### src/rtl/time_ctrl.sv
// Time-of-day keeper: RUN counts seconds from tick_1hz, SET_H/SET_M/SET_S edit one field.
// count is the registered seconds-since-midnight view of the fields; chime marks each hour rollover.
module time_ctrl #(
    parameter int DAY_SECONDS = 86400
) (
    input  logic        clk,
    input  logic        rst,
    input  logic        tick_1hz,
    input  logic        mode_btn,
    input  logic        inc_btn,
    output logic [16:0] count,
    output logic [1:0]  mode,
    output logic        chime
);
    localparam logic [1:0] RUN   = 2'd0;
    localparam logic [1:0] SET_H = 2'd1;
    localparam logic [1:0] SET_M = 2'd2;
    localparam logic [1:0] SET_S = 2'd3;
    localparam logic [4:0] HRS_MAX = 5'(DAY_SECONDS / 3600 - 1);

    logic [1:0] state, state_n;
    logic [4:0] hrs, hrs_n;
    logic [5:0] mins, mins_n;
    logic [5:0] secs, secs_n;
    logic       chime_n;
    logic       edit;

    // a mode press in the same cycle swallows the edit
    assign edit = inc_btn && !mode_btn;

    always_comb begin
        state_n = state;
        hrs_n   = hrs;
        mins_n  = mins;
        secs_n  = secs;
        chime_n = 1'b0;
        case (state)
            RUN: begin
                if (mode_btn) state_n = SET_H;
                if (tick_1hz) begin
                    if (secs == 6'd59) begin
                        secs_n = 6'd0;
                        if (mins == 6'd59) begin
                            mins_n  = 6'd0;
                            hrs_n   = (hrs == HRS_MAX) ? 5'd0 : hrs + 5'd1;
                            chime_n = 1'b1;
                        end else begin
                            mins_n = mins + 6'd1;
                        end
                    end else begin
                        secs_n = secs + 6'd1;
                    end
                end
            end
            SET_H: begin
                if (mode_btn) state_n = SET_M;
                if (edit) hrs_n = (hrs == HRS_MAX) ? 5'd0 : hrs + 5'd1;
            end
            SET_M: begin
                if (mode_btn) state_n = SET_S;
                if (edit) mins_n = (mins == 6'd59) ? 6'd0 : mins + 6'd1;
            end
            SET_S: begin
                if (mode_btn) state_n = RUN;
                if (edit) secs_n = 6'd0;
            end
            default: state_n = RUN;
        endcase
    end

    always_ff @(posedge clk) begin
        if (rst) begin
            state <= RUN;
            hrs   <= 5'd0;
            mins  <= 6'd0;
            secs  <= 6'd0;
            count <= 17'd0;
            chime <= 1'b0;
        end else begin
            state <= state_n;
            hrs   <= hrs_n;
            mins  <= mins_n;
            secs  <= secs_n;
            chime <= chime_n;
            // built from the current fields, so count trails a field update by one cycle
            count <= 17'(hrs) * 17'd3600 + 17'(mins) * 17'd60 + 17'(secs);
        end
    end

    assign mode = state;

endmodule

### config.mk
export PLATFORM = sky130hd
export DESIGN_NAME = time_ctrl
export DESIGN_NICKNAME = d
export VERILOG_FILES = /design/src/rtl/time_ctrl.sv
export SDC_FILE = /design/constraint.sdc
export NUM_CORES = 1
export LEC_CHECK = 0
export CAP_MARGIN = 20
export CORE_MARGIN = 8
export CORE_UTILIZATION = 45
export CTS_BUF_LIST = sky130_fd_sc_hd__clkbuf_16
export DETAILED_ROUTE_END_ITERATION = 8
export HOLD_SLACK_MARGIN = 0.02
export PLACE_DENSITY = 0.73
export SLEW_MARGIN = 40
export SYNTH_ARGS = -nofsm -noshare
export SYNTH_HDL_FRONTEND = slang
export SYNTH_SLANG_ARGS = --single-unit
### constraint.sdc
create_clock -name clk -period 10.6 [get_ports clk]
set_clock_uncertainty 0.1 [all_clocks]
set_input_delay 1.06 -clock clk [delete_from_list [all_inputs] [get_ports clk]]
set_output_delay 1.06 -clock clk [all_outputs]
set_load 0.05 [all_outputs]
==> results of run 1 <==
cell usage after synthesis, types with 4 or more instances:
library cell               number
sky130_fd_sc_hd__nor2b_1        8
sky130_fd_sc_hd__fa_1          15
sky130_fd_sc_hd__o32ai_1        5
sky130_fd_sc_hd__dfxtp_1       37
sky130_fd_sc_hd__xnor2_1       13
sky130_fd_sc_hd__inv_1         41
sky130_fd_sc_hd__or3_1          4
sky130_fd_sc_hd__a21o_1         9
sky130_fd_sc_hd__a21oi_1       18
sky130_fd_sc_hd__nor2_1        34
sky130_fd_sc_hd__ha_1          59
sky130_fd_sc_hd__nand3_1       12
sky130_fd_sc_hd__nand2_1       22
sky130_fd_sc_hd__o21ai_0        6
sky130_fd_sc_hd__mux2i_1        8
sky130_fd_sc_hd__o21bai_1       4
sky130_fd_sc_hd__clkbuf_1       4
sky130_fd_sc_hd__xor2_1         8
sequential cells by signal (all words and copies together), names as in the netlist:
name   flops
mode       2
hrs        5
count     17
secs       6
chime      1
mins       6
area by class of cell:
| type | instances | area share |
|---|---|---|
| clock buffers | 5 | 0.03366 |
| clock inverters | 3 | 0.004712 |
| inverters | 41 | 0.04140 |
| multi-input cells | 271 | 0.6210 |
| flip-flops and latches | 37 | 0.1993 |
| well taps | 99 | 0.03332 |
| repair buffers | 25 | 0.06664 |
path summary, 6_finish.rpt:
path | slack, ns | endpoint | cells past startpoint | from
max | 5.62 | count[15] | 17 | mins[3]
min | 0.39 | count[1] | 1 | secs[1]
max reg2reg | 5.62 | count[15] | 17 | mins[3]
min reg2reg | 0.39 | count[1] | 1 | secs[1]
routing by layer:
layer / global-route usage / up-vias
li1: - / 1276
met1: 0.1405 / 1132
met2: 0.2430 / 41
met3: 0.01727 / 13
met4: 0.06279 / 0
met5: 0 / -
report_power, final:
part / switching (mW) / internal (mW) / total, mW
Combinational: 0.101 / 0.0634 / 0.164
Sequential: 0.0115 / 0.153 / 0.165
Clock: 0.0572 / 0.0862 / 0.143
Total: 0.170 / 0.303 / 0.472
critical path, cell delays in order, from the launching register on:
cell	delay, ns
sky130_fd_sc_hd__dfxtp_1	0.46
sky130_fd_sc_hd__inv_1	0.21
sky130_fd_sc_hd__fa_1	0.50
sky130_fd_sc_hd__fa_1	0.51
sky130_fd_sc_hd__inv_1	0.04
sky130_fd_sc_hd__ha_1	0.32
sky130_fd_sc_hd__nor2b_1	0.14
sky130_fd_sc_hd__o21ai_0	0.18
sky130_fd_sc_hd__a21boi_0	0.17
sky130_fd_sc_hd__or4_1	0.41
sky130_fd_sc_hd__nand3_1	0.10
sky130_fd_sc_hd__ha_1	0.23
sky130_fd_sc_hd__ha_1	0.39
sky130_fd_sc_hd__a21oi_1	0.25
sky130_fd_sc_hd__o21ai_0	0.18
sky130_fd_sc_hd__a311oi_1	0.41
sky130_fd_sc_hd__nor3_1	0.13
sky130_fd_sc_hd__mux2i_1	0.13
cells by family (layout without fill, tap and decap cells):
kind of cell,count (synthesis),after routing,share of synthesized area
xor gates and xnor gates,21,21,0.05691
AOI/OAI and AO/OA,64,64,0.1440
buffers and inverters,48,74,0.05652
adders and majority gates,74,74,0.3213
and+or+nand+nor,103,103,0.1638
muxes,9,9,0.02826
DFF,37,37,0.2292
stage by stage:
stage / util / instances
finish: 0.5237 / 481
global route: 0.5237 / 481
CTS: 0.5237 / 481
detailed placement: 0.5036 / 473
global placement: 0.5036 / 473
floorplan: - / 356
==> flow_results.org, run 1 <==
** Run status
- Run status :: finished clean

** Logic synthesis
- Synthesis produced between 300 and 400 cells.
- Area leader, netlist :: sky130_fd_sc_hd__dfxtp_1
- Synth warnings :: 0
- Number of distinct library cells after synthesis :: 51
- Synth Flop Type :: sky130_fd_sc_hd__dfxtp_1
- Largest cells by area after synthesis :: sky130_fd_sc_hd__dfxtp_1, sky130_fd_sc_hd__ha_1, sky130_fd_sc_hd__fa_1, sky130_fd_sc_hd__inv_1, sky130_fd_sc_hd__nor2_1
- The number of nets handed over by synthesis was about 440.
- The share of synthesized area in the top cell type comes to 0.2292.
- Netlist area before placement :: roughly 0.0032 sq mm
- The average instance in the mapped netlist occupies approximately 9.1 sq um.
- Sequential-to-total area share from yosys stat :: 0.2292
- Count of flip-flops with a built-in enable after synthesis :: 0
- Number of synthesized register bits :: 37
- Counting flops with an async set or reset pin after synthesis yields a share of 0.

** Routing
- The routed design uses 192 um of met3 wire.
- Total vias in the final route :: 2462
- In the routed design, unresolved DRC markers number 0.
- Drt first-iter violations :: just under 60
- Top metal layer carrying routed signals :: met4
- Via-per-instance ratio :: about 5
- Summed over all nets, wire length on met2 after detailed routing comes to 3.047 mm.
- Post-DRT Antenna Nets :: 0
- First-pass iteration count of the detailed router :: 4
- WL/cell :: ~13 um
- The detailed router put a total of approximately 2.7 mm of wire on met1.
- Wires add up to a little over 6 mm.

** STA
- Post-route setup slack :: 5.625 ns
- Counting I/O delays and the setup requirement, the final critical path takes approximately 5 ns.
- Hold timing on the final database bottoms out at a slack of between 0.3 and 0.4 ns.
- At the pin with the least slew margin, the transition time is just over 0.5 ns.
- Slew Viols, Final :: 0
- Headroom to the max-slew limit came out at 0.6603.
- The count of final hold-check violations is 0.
- Static timing analysis puts the maximum clock frequency at between 200 and 250 MHz.
- Post-route fraction of the period consumed by the critical path :: 0.4694
- Final-report setup violation count :: 0
- Setup repair after global routing left no endpoint under its margin.
- Setup TNS Final :: 0 ns

** Placement
- Placed wire-length estimate after detailed placement :: just under 5 mm
- Worst-case setup slack after placement :: between 5 and 6 ns
- Routability-driven placement finished with a final weighted congestion of between 0.8 and 0.9.
- In this run the cell area measured after placement is ~0.0036 sq mm.
- Input and output buffers added on the ports amount to 24.

** Cells and area
- The final layout contains 460 nets.
- The multi-input combinational cells in the finished layout cover a total of around 0.0023 sq mm.
- The library cell used most frequently in the layout, excluding fill and tap cells, is sky130_fd_sc_hd__ha_1.
- The sequential cells in the finished layout cover a total of approximately 740 sq um.
- In the layout the commonest cells are sky130_fd_sc_hd__ha_1, sky130_fd_sc_hd__inv_1, sky130_fd_sc_hd__dfxtp_1, sky130_fd_sc_hd__nor2_1, sky130_fd_sc_hd__clkdlybuf4s50_1.
- The repair_antennas step left the layout with diodes totalling 0.
- Total of fill cells in the finished design :: about 630
- In the final layout, the share of cells above drive strength 1 is 0.04450.
- Area growth from synthesis to final layout :: 15.02%
- Post-layout instance area :: 0.003717 sq mm

** Setup path
- Worst EP arrival :: 5.03 ns
- Worst setup path category :: reg2reg
- Worst Path Required :: roughly 11 ns
- Startpoint class of the critical path :: flip-flop
- STA classifies the critical path endpoint as a flip-flop.
- Max FO, Critical Path :: 7

** Clock tree
- At the later pin of the worst-skew pair, clock insertion delay measures ~0.28 ns.
- The tree built by TritonCTS fans out to 37 sinks.
- In this run, post-CTS hold repair placed 0 buffers.
- The clock passes through at most 2 buffers.
- Setup repair bufs after CTS :: 0
- Clock-pin slew was measured on the worst setup and hold paths at around 0.060 ns.
- The number of clock buffers added by TritonCTS is 5.
- The H-tree was split into 2 levels.
- PostCTS Resize Cnt :: 0
- The tree is rooted in a sky130_fd_sc_hd__clkbuf_16.
- TritonCTS built the clock tree.

** Floorplanning
- # rows :: 31
- Core area :: around 0.007 sq mm
- Die boundary height :: just over 100 um
- From left edge to right edge, the die measures 100.7 um.
- For this configuration, the core starts out at a cell density of 0.4553.
- DIE AREA :: just over 0.01 sq mm
- 25 I/O pins were placed.

** Global route
- Summed over all layers, the global routing overflow is 0.
- Global router's overall resource usage :: 0.1304
- Number of antenna violations at the first check in global routing :: 0
- Global-route wire length before repair :: roughly 11 mm
- Via count of the first global-routing pass :: about 2500
- Pin count of the biggest net entering global routing :: 32

** Job
- Max-cap check violation count :: 0

** Power
- PwrDens :: between 100 and 150 mW/mm^2
- Leak pwr :: between 1.5 and 2 nW
- The design draws around 470 uW.
- VDD sags by at most 63.91 uV.

** Hold path
- Hold WC Path Type :: reg2reg
(Power assumes the default switching activity.)
==> run 2: changes to the inputs <==
PLACE_DENSITY = 0.76   (was 0.73)
clock period = 4.15 ns   (was 10.6 ns; I/O delays follow)
==> run 2 against run 1 <==
The run now ends with negative setup slack left. Sequential share of layout area down 2.6 points. Design area up 16%. Clock power rose to 3.1 times the previous value. Core utilization up 8.5 points. Wire length up 34%. Worst hold slack better by 0.046 ns. Setup slack worse by 5.9 ns. Fmax up 13%. Via count up 14%.
==> flow_results.org, run 2 (synthesized netlist as in run 1, its figures left out) <==
** Clock tree
- H-tree depth reported by CTS :: 2 (unchanged)
- CTS max path bufs :: 2 (unchanged)
- The post-cts hold buffer count was 0 (unchanged).
- Total number of clock tree sinks :: 37 (unchanged)
- The number of buffers created by CTS is 5 (unchanged).
- CTS tree :: built
- Root cell of the clock tree :: sky130_fd_sc_hd__clkbuf_16
- The clock slew seen by the registers of the worst setup and hold paths is 0.06 ns (about the same).
- The clock insertion delay at the later pin of the skew report came to 0.29 ns (about the same).

** Global route
- Number of antenna violations at the first check in global routing :: 0 (unchanged)
- Global router's overall resource usage :: 0.1448 (+0.01445)
- The aggregate global routing overflow is 0 (unchanged).
- The maximum number of pins on one net before global-route repair came to 20 (-38%).
- Via count of the first global-routing pass :: 2652 (+7.5%)
- Global-route wire length before repair :: 11.89 mm (+11%)

** Power
- Portion of total power attributed to sequential cells :: 0.293 (-0.056)
- Clock network power share :: 0.314 (+0.011)
- The switching power is 507.1 uW (+200%).
- PwrDens :: 329.8 mW/mm^2 (+160%)
- Combinational group share of total power :: 0.393 (+0.045)
- Cell Int Power :: 918.7 uW (+200%)
- The static leakage power came to 1.988 nW (+10%).
- Net switching fraction of the power :: 0.3557 (-0.003187)
- Maximum VDD drop :: 252.1 uV (+290%)

** Setup path
- Worst EP arrival :: 4.49 ns (-0.54 ns)
- Kind of end point of the critical path :: flip-flop
- The worst setup path is launched from a flip-flop.
- Delay contributed by the slowest stage of the critical path :: 0.63 ns (+0.12 ns)
- The data required time of the worst path was 4.26 ns (-6.40 ns).
- Max FO, Critical Path :: 3 (-4)
- Cells traversed along the worst timing path :: fa_2, fa_2, ha_4, a21oi_2, nor2b_1, o31a_1, o41ai_2, xnor2_1, ha_1, ha_4, nand4_1, nor4b_4, a311oi_4, nor3_2, mux2i_1
- The sum of buffers and inverters on the critical path was 0 (-2).
- Broken down by cell family, the worst path's largest delay share belongs to adder cells.
- The worst setup path is of the reg2reg kind.
- Slowest cell on crit path :: sky130_fd_sc_hd__fa_2

** Routing
- Total vias in the final route :: 2816 (+14%)
- Sum of routed wire length over all layers :: 8.265 mm (+34%)
- The average wire per cell in the routed design came to 16.05 um (+25%).
- The remaining number of nets flagged by the antenna check after routing was 0 (unchanged).
- Number of remaining DRC errors :: 0 (unchanged)
- The per-cell via count in the routed design is 5.468 (+6.8%).
- The detailed-routing iteration count for the pre-antenna-repair pass came to 4 (unchanged).
- The starting DRC count in detailed routing came to 124 (+110%).

** STA
- The setup-violating endpoint count in the final report is 5 (+5).
- The slew at the pin with the worst max-slew slack is 0.5357 ns (+0.02776 ns).
- The number of slew-limit violations in the final report was 0 (unchanged).
- The setup slack of the critical path after layout came to -0.2339 ns (-5.859 ns).
- Number of failing hold endpoints at the final stage :: 0 (unchanged)
- Worst-case headroom to the max-slew limit :: 0.6417 (-0.01857)
- The final critical-path share of the clock period was 1.056 (+0.5870).
- Unrepaired setup endpoints after global routing :: true
- Clock period minus final worst setup slack :: 4.384 ns (-0.5914 ns)
- The highest clock rate is 228.1 MHz (+13%).

** Floorplanning
- The row count came to 31 (unchanged).
- Core area :: 0.007098 sq mm (unchanged)
- Die boundary height :: 100.7 um (unchanged)
- Initial Util :: 0.4553 (unchanged)
- The die footprint was 0.01015 sq mm (unchanged).
- Horiz. Die Dim :: 100.7 um (unchanged)
- The top-level port count was 25 (unchanged).

** Cells and area
- Largest regs :: count (17), mins (6), secs (6)
- Non-filler cells, final :: 515 (+7.1%)
- The flip-flop count of the largest register, all copies and words added is 17 (unchanged).
- Reg with most FFs :: count
- Relative to the synthesized area, the layout overhead comes to 33.76%.
- Post-layout instance area :: 0.004323 sq mm (+16%)
- Most common cell after layout, fill and taps aside :: sky130_fd_sc_hd__ha_1
- Layout cells sized above 1 :: 0.2404 (+0.1959)
- Leaving out fill and tap cells, the most frequent cells in the layout are sky130_fd_sc_hd__ha_1, sky130_fd_sc_hd__inv_1, sky130_fd_sc_hd__buf_4, sky130_fd_sc_hd__nor2_1, sky130_fd_sc_hd__dfxtp_1.
- The number of nets in the layout is 494 (+7.4%).
- Final antenna diode count :: 0 (unchanged)
- The layout filler cell count was 540 (-14%).

** Hold path
- In this run the worst hold path is classified as reg2reg.

** Job
- Max-cap check violation count :: 0 (unchanged)

** Placement
- Routability congestion estimate from global placement :: 0.8909 (+1.2%)
- The number of cells after detailed placement is 501 (+5.9%).
- Placement-stage cell area :: 0.003815 sq mm (+6.7%)
- The number of I/O port buffers is 24 (unchanged).
- The placed wire-length estimate is 5.458 mm (+12%).
- Worst-case setup slack after placement :: -0.2374 ns (-5.831 ns)

** Run status
- The final reports fail on negative setup slack.
- The flow ran to the end, but the final reports show violations.
[run 2: changes by cell type in the layout (fill, tap and decap cells not counted), sizes merged]
cell	previous run	this run
clkinvlp	0	1
buf	1	35
bufinv	0	1
clkinv	3	1
[run 2: per-layer routing]
layer / GRT usage / part of all wire / vias up / wire length (um)
li1: - / - / 1352 / -
met1: 0.1620 / 0.39 / 1351 / 3183
met2: 0.2644 / 0.52 / 82 / 4326
met3: 0.02486 / 0.047 / 31 / 388
met4: 0.05581 / 0.044 / 0 / 367
met5: 0 / 0 / - / 0
[run 2: through the flow]
step	utilization	TNS [ns]	hold slack, ns	power (mW)
2_1_floorplan	-	0	0.3685	0.7439
3_3_place_gp	0.5375	-0.08597	0.3818	0.8768
3_5_place_dp	0.5375	-0.6420	0.4062	0.8912
4_1_cts	0.5766	-0.3111	0.4196	1.363
5_1_grt	0.6090	-1.471	0.4494	1.491
6_report	0.6090	-0.6197	0.4361	1.426
[run 2: timing repair]
item,in CTS,in global routing
endpoints found under the setup margin,6,9
buffers inserted,6,2
gates resized for setup,12,35
pin swaps,11,18
[run 2: worst paths after layout]
kind	start	end	slack, ns	depth (start not counted)
hold reg to reg	secs[1]	count[1]	0.44	1
setup / recovery	mins[1]	count[15]	-0.23	15
setup reg to reg	mins[1]	count[15]	-0.23	15
hold / removal	secs[1]	count[1]	0.44	1
[run 2: cell type report]
cell class	instances	area, sq um	area share
clock inverter	3	46.29	0.01071
clock buffer	5	125.1	0.02894
tap	99	123.9	0.02865
multi-input combinational	271	2620	0.6061
sequential	37	750.7	0.1737
timing repair buffer	59	503.0	0.1164
inverter	41	153.9	0.03560
[run 2: power by group through the flow]
stage	Combinational, mW	Sequential, mW	Clock (mW)
CTS	0.495	0.417	0.451
detailed placement	0.467	0.425	0
global route	0.606	0.422	0.463
global placement	0.454	0.423	0
floorplan	0.237	0.507	0
finish	0.560	0.418	0.448
